--- src/rtl/normalizer_pkg.sv ---
// Shared types and helpers for the multi-channel frame normalizer.
package normalizer_pkg;

  typedef enum logic [1:0] {
    IDLE  = 2'd0,
    SUM   = 2'd1,
    RECIP = 2'd2,
    OUT   = 2'd3
  } norm_state_t;

  // Clamp a signed value into the range of a w-bit two's complement number.
  function automatic logic signed [63:0] sat_signed(input logic signed [63:0] v,
                                                    input int unsigned w);
    logic signed [63:0] hi;
    logic signed [63:0] lo;
    hi = (64'sd1 <<< (w - 1)) - 64'sd1;
    lo = -(64'sd1 <<< (w - 1));
    if (v > hi) return hi;
    if (v < lo) return lo;
    return v;
  endfunction

endpackage

--- src/rtl/norm_recip_div.sv ---
// Sequential restoring divider: quotient = floor(2^dividend_exp / divisor), one bit per cycle.
module norm_recip_div
  import normalizer_pkg::*;
#(
  parameter int unsigned W_D = 20,
  parameter int unsigned W_Q = 29,
  parameter int unsigned W_E = $clog2(W_Q)
) (
  input  logic           clk,
  input  logic           reset,
  input  logic           start,
  input  logic [W_E-1:0] dividend_exp,
  input  logic [W_D-1:0] divisor,
  output logic           done,
  output logic [W_Q-1:0] quotient
);

  localparam int unsigned W_C = $clog2(W_Q + 1);

  logic [W_D-1:0] r_rem;
  logic [W_Q-1:0] r_dvd;
  logic [W_D-1:0] r_div;
  logic [W_Q-1:0] r_q;
  logic [W_C-1:0] r_cnt;
  logic           r_run;
  logic           r_done;

  logic [W_Q-1:0] w_dividend;
  logic [W_D-1:0] w_rem_in;
  logic [W_D-1:0] w_d;
  logic [W_D:0]   w_shift;
  logic           w_bit;
  logic           w_ge;
  logic [W_D-1:0] w_rem_nxt;

  // The start cycle performs the first step directly from the ports.
  always_comb begin
    w_dividend = W_Q'(1) << dividend_exp;
    w_rem_in   = start ? '0 : r_rem;
    w_bit      = start ? w_dividend[W_Q-1] : r_dvd[W_Q-1];
    w_d        = start ? divisor : r_div;
    w_shift    = {w_rem_in, w_bit};
    w_ge       = (w_shift >= {1'b0, w_d});
    w_rem_nxt  = w_ge ? W_D'(w_shift - {1'b0, w_d}) : w_shift[W_D-1:0];
  end

  always_ff @(posedge clk) begin
    if (reset) begin
      r_rem  <= '0;
      r_dvd  <= '0;
      r_div  <= '0;
      r_q    <= '0;
      r_cnt  <= '0;
      r_run  <= 1'b0;
      r_done <= 1'b0;
    end else begin
      r_done <= 1'b0;
      if (start) begin
        r_rem <= w_rem_nxt;
        r_dvd <= w_dividend << 1;
        r_div <= divisor;
        r_q   <= W_Q'(w_ge);
        r_cnt <= W_C'(1);
        r_run <= 1'b1;
      end else if (r_run) begin
        r_rem <= w_rem_nxt;
        r_dvd <= r_dvd << 1;
        r_q   <= {r_q[W_Q-2:0], w_ge};
        r_cnt <= r_cnt + W_C'(1);
        if (r_cnt == W_C'(W_Q - 1)) begin
          r_run  <= 1'b0;
          r_done <= 1'b1;
        end
      end
    end
  end

  assign done     = r_done;
  assign quotient = r_q;

endmodule

--- src/rtl/normalizer_mc.sv ---
// Multi-channel frame normalizer: sums a frame, divides once, streams elem*2^FRAC/total.
// Build option NORMALIZER_ROUND_EN selects round-half-away-from-zero instead of truncation.
module normalizer_mc
  import normalizer_pkg::*;
#(
  parameter int unsigned BW_PSUM = 16,
  parameter int unsigned COL     = 8,
  parameter int unsigned N_CH    = 2,
  parameter int unsigned FRAC    = 8,
  parameter int unsigned W_OUT   = 16
) (
  input  logic                                   clk,
  input  logic                                   reset,
  input  logic                                   s_valid,
  output logic                                   s_ready,
  input  logic [N_CH-1:0][COL-1:0][BW_PSUM-1:0]  s_psum,
  output logic                                   m_valid,
  input  logic                                   m_ready,
  output logic [N_CH-1:0][W_OUT-1:0]             m_data,
  output logic                                   m_last,
  output logic                                   m_zero,
  output logic                                   busy
);

  localparam int unsigned W_SUM = BW_PSUM + $clog2(COL * N_CH);
  localparam int unsigned W_R   = FRAC + W_SUM + 1;
  localparam int unsigned W_CNT = $clog2(COL);
  localparam int unsigned W_EXP = $clog2(W_R);
  localparam int unsigned W_P   = BW_PSUM + W_R;
  localparam int unsigned W_M   = W_P - W_SUM;
`ifdef NORMALIZER_ROUND_EN
  localparam logic [W_P-1:0] RND = W_P'(1) << (W_SUM - 1);
`else
  localparam logic [W_P-1:0] RND = '0;
`endif

  norm_state_t                           r_state;
  logic [N_CH-1:0][COL-1:0][BW_PSUM-1:0] r_rot;
  logic [N_CH-1:0][COL-1:0][BW_PSUM-1:0] w_rot;
  logic signed [W_SUM-1:0]               r_sum;
  logic signed [W_SUM-1:0]               w_add;
  logic signed [W_SUM-1:0]               w_sum_nxt;
  logic [W_SUM-1:0]                      w_abs_sum;
  logic [W_CNT-1:0]                      r_cnt;
  logic                                  r_neg;
  logic                                  r_valid;
  logic                                  r_last;
  logic                                  r_zero;
  logic [N_CH-1:0][W_OUT-1:0]            r_data;
  logic [N_CH-1:0][W_OUT-1:0]            w_beat;
  logic                                  w_sum_last;
  logic                                  w_div_start;
  logic                                  w_div_done;
  logic [W_R-1:0]                        w_recip;

  // Magnitude scaling by the reciprocal, sign restore, then clamp to W_OUT.
  function automatic logic [W_OUT-1:0] f_scale(input logic [BW_PSUM-1:0] e,
                                               input logic [W_R-1:0]     r,
                                               input logic               neg_sum);
    logic [BW_PSUM-1:0] mag_e;
    logic [W_P-1:0]     prod;
    logic [W_M-1:0]     mag;
    logic signed [63:0] val;
    mag_e = e[BW_PSUM-1] ? -e : e;
    prod  = W_P'(mag_e) * W_P'(r) + RND;
    mag   = W_M'(prod >> W_SUM);
    val   = $signed(64'(mag));
    if (e[BW_PSUM-1] ^ neg_sum) val = -val;
    return W_OUT'(sat_signed(val, W_OUT));
  endfunction

  always_comb begin
    w_add  = '0;
    w_rot  = '0;
    w_beat = '0;
    for (int c = 0; c < N_CH; c++) begin
      w_add     = w_add + W_SUM'($signed(r_rot[c][0]));
      w_rot[c]  = {r_rot[c][0], r_rot[c][COL-1:1]};
      w_beat[c] = f_scale(r_rot[c][0], w_recip, r_neg);
    end
    w_sum_nxt   = r_sum + w_add;
    w_abs_sum   = w_sum_nxt[W_SUM-1] ? $unsigned(-w_sum_nxt) : $unsigned(w_sum_nxt);
    w_sum_last  = (r_state == SUM) && (r_cnt == W_CNT'(COL - 1));
    w_div_start = w_sum_last && (w_sum_nxt != '0);
  end

  norm_recip_div #(
    .W_D (W_SUM),
    .W_Q (W_R),
    .W_E (W_EXP)
  ) u_div (
    .clk          (clk),
    .reset        (reset),
    .start        (w_div_start),
    .dividend_exp (W_EXP'(FRAC + W_SUM)),
    .divisor      (w_abs_sum),
    .done         (w_div_done),
    .quotient     (w_recip)
  );

  // Element k sits at rotate position 0; each accepted beat pre-computes the next one.
  always_ff @(posedge clk) begin
    if (reset) begin
      r_state <= IDLE;
      r_rot   <= '0;
      r_sum   <= '0;
      r_cnt   <= '0;
      r_neg   <= 1'b0;
      r_valid <= 1'b0;
      r_last  <= 1'b0;
      r_zero  <= 1'b0;
      r_data  <= '0;
    end else begin
      case (r_state)
        IDLE: begin
          if (s_valid) begin
            r_rot   <= s_psum;
            r_sum   <= '0;
            r_cnt   <= '0;
            r_state <= SUM;
          end
        end
        SUM: begin
          r_sum <= w_sum_nxt;
          r_rot <= w_rot;
          r_cnt <= r_cnt + W_CNT'(1);
          if (w_sum_last) begin
            r_cnt <= '0;
            r_neg <= w_sum_nxt[W_SUM-1];
            if (w_div_start) begin
              r_state <= RECIP;
            end else begin
              r_state <= OUT;
              r_valid <= 1'b1;
              r_zero  <= 1'b1;
              r_last  <= 1'b0;
              r_data  <= '0;
            end
          end
        end
        RECIP: begin
          if (w_div_done) begin
            r_data  <= w_beat;
            r_rot   <= w_rot;
            r_valid <= 1'b1;
            r_last  <= 1'b0;
            r_state <= OUT;
          end
        end
        OUT: begin
          if (m_ready) begin
            if (r_last) begin
              r_valid <= 1'b0;
              r_last  <= 1'b0;
              r_zero  <= 1'b0;
              r_cnt   <= '0;
              r_state <= IDLE;
            end else begin
              r_cnt  <= r_cnt + W_CNT'(1);
              r_last <= (r_cnt == W_CNT'(COL - 2));
              r_data <= r_zero ? '0 : w_beat;
              r_rot  <= w_rot;
            end
          end
        end
        default: r_state <= IDLE;
      endcase
    end
  end

  assign s_ready = (r_state == IDLE) & ~reset;
  assign busy    = (r_state != IDLE);
  assign m_valid = r_valid;
  assign m_last  = r_last;
  assign m_zero  = r_zero;
  assign m_data  = r_data;

endmodule

--- config.mk ---
export PLATFORM = sky130hd
export DESIGN_NAME = normalizer_mc
export DESIGN_NICKNAME = d
export VERILOG_FILES = /design/src/rtl/normalizer_pkg.sv /design/src/rtl/norm_recip_div.sv /design/src/rtl/normalizer_mc.sv
export SDC_FILE = /design/constraint.sdc
export NUM_CORES = 2
export LEC_CHECK = 0
export CORE_MARGIN = 5
export CORE_UTILIZATION = 41
export DETAILED_ROUTE_END_ITERATION = 8
export DONT_BUFFER_PORTS = 1
export MAX_ROUTING_LAYER = met4
export SLEW_MARGIN = 20
export SYNTH_ARGS = -nofsm -noshare
export SYNTH_HDL_FRONTEND = slang
export SYNTH_SLANG_ARGS = --single-unit
--- constraint.sdc ---
create_clock -name clk -period 10.8 [get_ports clk]
set_clock_uncertainty 0.05 [all_clocks]
set_input_delay 1.08 -clock clk [delete_from_list [all_inputs] [get_ports clk]]
set_output_delay 1.08 -clock clk [all_outputs]
set_load 0.02 [all_outputs]
==> flow_metrics.tcl <==
set metrics [dict create \
    synthesis.area_sq_um 51100 \
    drt-total-wl_mm 147 \
    fmax_mhz 95.6 \
    grt_pass1_vias 42400 \
    synth.ff_latch_count 393 \
    clk_latency_ns 0.64 \
    start_kind "flop" \
    finalSetupViolCount 0 \
    synth_edf_count 0 \
    drive_above_1_share_pct 9.52 \
    synth_cell_type_count 94 \
    worstPathArrival_ns 10.94 \
    multi_input_area_sq_um 39300 \
    grt_busiest_layer "met2" \
    final_nets 7310 \
    io_buffer_count 0 \
    max_cap_violations 0 \
    via_per_inst 5.36 \
    hold_violations 0 \
    cp_data_required_time_ns 11.28 \
    grt_pass1_wl_mm 236 \
    vias 41100 \
    timing.rr.end "m_data[14]" \
    ys.flop_type "dfxtp_1" \
    crit_slowest_cell "or4_4" \
    slowest_delay_ns 0.59 \
    fill_cells 12000 \
    cts.sinks 393 \
    async_reset_ff_share_pct 0 \
    fin_util_pct 46.0 \
    gr-total-overflow 0 \
    seqCellArea_sq_um 7870 \
    cts_root_buffer "clkbuf_16" \
    r2r_cells 38 \
    use_met2_pct 38.6 \
    met3_usage_pct 4.36 \
    power_per_cell_area_nw_per_um2 184 \
    yosysTopAreaCellShare_pct 30.2 \
    relSlewSlack_pct 26.7 \
    cts_buffers 44 \
    gp_congestion 0.897 \
    crit_path_start "r_rot[0]" \
    status "complete, no violations" \
    num_io_pins 297 \
    dp.final_hpwl_mm 115 \
    hold_class "flop to flop" \
    synth_area_per_cell_sq_um 8.52 \
    period_needed_ns 10.46 \
    drtAntennaViolNets 0 \
    first_pass_iters 5 \
    crit_end "m_data[14]" \
    synth_area_leaders "fa_1, dfxtp_1, ha_1" \
    synth_top_cell_by_area "fa_1" \
    grt_start_max_net_pins 333 \
    hp-start "r_sum[15]" \
    layout.cells.non_filler 7670 \
    start_util_pct 41.3 \
    core_area_sq_um 124000 \
    drc 0 \
    grt_usage_pct 22.8 \
    antenna_found_initial 3 \
    fin_setup_tns_ns 0 \
    post_drt_wl_per_cell_um 19.2 \
    ir_worst_vdd_uv 329 \
    finalCritPeriodShare_pct 96.8 \
    die_y_um 363 \
    critPathMaxFanout 5 \
    fin_area_sq_um 57000 \
    die_width_um 363 \
    num_rows 129 \
    timing.rr.start "r_rot[0]" \
    syn_inst 6002 \
    endpoint_kind "flop" \
    yosys_warnings 0 \
    placed_cells 7562 \
    grtUsageMet1_pct 28.3 \
    place_area_sq_um 54500 \
    dieArea_sq_um 132000 \
    r2r_slack_ns 0.34 \
    worst_pin_slew_ns 1.09 \
    syn-num-nets 7316 \
    crit_type "flop to flop" \
    final_cell_mix "inv_1, nand2_1, fa_1, nor2_1, dfxtp_1" \
    power_leakage_nw 28.1 \
    htreeDepth 2 \
    clock_path_buffers 3 \
    ys_seq_area_share_pct 15.4 \
    layout_commonest_cell "inv_1" \
    clkTransAtPathRegs_ns 0.06 \
    maxSlewViolCount 0 \
    cts_tree "yes" \
    area.growth.synth_to_final_pct 11.4 \
    drtIter0Drc 2524 \
]
==> stage by stage <==
step,hold slack [ns],setup slack [ns],power [mW]
after floorplan,0.400,0.0102,6.23
after global placement,0.406,0.0969,8.38
after detailed placement,0.416,-0.00745,8.47
after CTS,0.428,0.0151,10.2
after global routing,0.459,-0.0409,11.1
final,0.431,0.342,10.5
==> worst max-delay path, delay by kind of cell (launching register included) <==
| kind | cells | cell delay (ns) |
|---|---|---|
| adders and majority gates | 10 | 3.81 |
| and+or+nand+nor | 13 | 3.57 |
| AOI/OAI and AO/OA | 7 | 1.87 |
| buffers and inverters | 7 | 0.61 |
| DFF | 1 | 0.32 |
| xor gates and xnor gates | 1 | 0.11 |
==> cells by family (layout without fill, tap and decap cells) <==
group,after synthesis,after routing,share of synthesized area (%)
AOI/OAI and AO/OA,872,872,12.1
xor gates and xnor gates,153,155,2.62
adders and majority gates,1054,1054,37.1
buffers and inverters,1271,1298,9.36
DFF,393,393,15.4
muxes,303,303,5.95
other,0,2,0
and+or+nand+nor,1956,1956,17.5
==> Yosys cell counts, types with 99 or more instances <==
| cell | count |
|---|---|
| a211oi_1 | 293 |
| a21oi_1 | 159 |
| and2_1 | 327 |
| clkbuf_1 | 373 |
| dfxtp_1 | 393 |
| fa_1 | 771 |
| ha_1 | 283 |
| inv_1 | 883 |
| mux2i_1 | 297 |
| nand2_1 | 826 |
| nor2_1 | 498 |
| xnor2_1 | 99 |
==> how the worst min path moves through the flow <==
stage,to,slack [ns],cells past startpoint
after floorplan,r_sum[15],0.40,2
after global placement,r_sum[15],0.41,2
after detailed placement,r_sum[15],0.42,2
after CTS,r_sum[15],0.43,2
after global routing,u_div.r_rem[6],0.46,2
final,r_sum[15],0.43,2
==> report_power, final <==
part,switching [mW],internal [mW],leakage (nW)
Combinational,4.09,2.27,24.1
Sequential,0.401,2.00,3.24
Clock,0.675,1.03,0.806
Total,5.16,5.30,28.1
==> metal layers <==
metal,vias up,part of all wire (%)
met3,193,6.7
met2,1037,49
met1,20500,41
met5,-,0
li1,19400,-
met4,0,2.7
==> area by class of cell <==
cell class              instances  share of cell area (%)
multi-input cells            4340                    69.0
repair buffers                334                    4.83
well taps                    1637                    3.60
diodes                          2                 0.00878
clock buffers                  61                    2.26
clock inverters                20                   0.643
flip-flops and latches        393                    13.8
inverters                     883                    5.82
==> what timing repair did <==
action                     4_1_cts  5_1_grt
hold buffers                     0        0
gates cloned                     0        3
pin swaps                        0       74
resized for setup                3      126
setup buffers                    0       22
setup endpoints to repair        2       30
==> registers in the layout (all words and copies together) (netlist names) <==
register and cells:
m_zero 1, m_last 1, u_div.r_div 20, u_div.done 1
m_valid 1, m_data 32, r_cnt 3, r_state 2
u_div.r_rem 20, u_div.quotient 29, r_sum 20, u_div.r_run 1
r_neg 1, u_div.r_cnt 5, r_rot 256
Power figures use the tool's default switching activity.
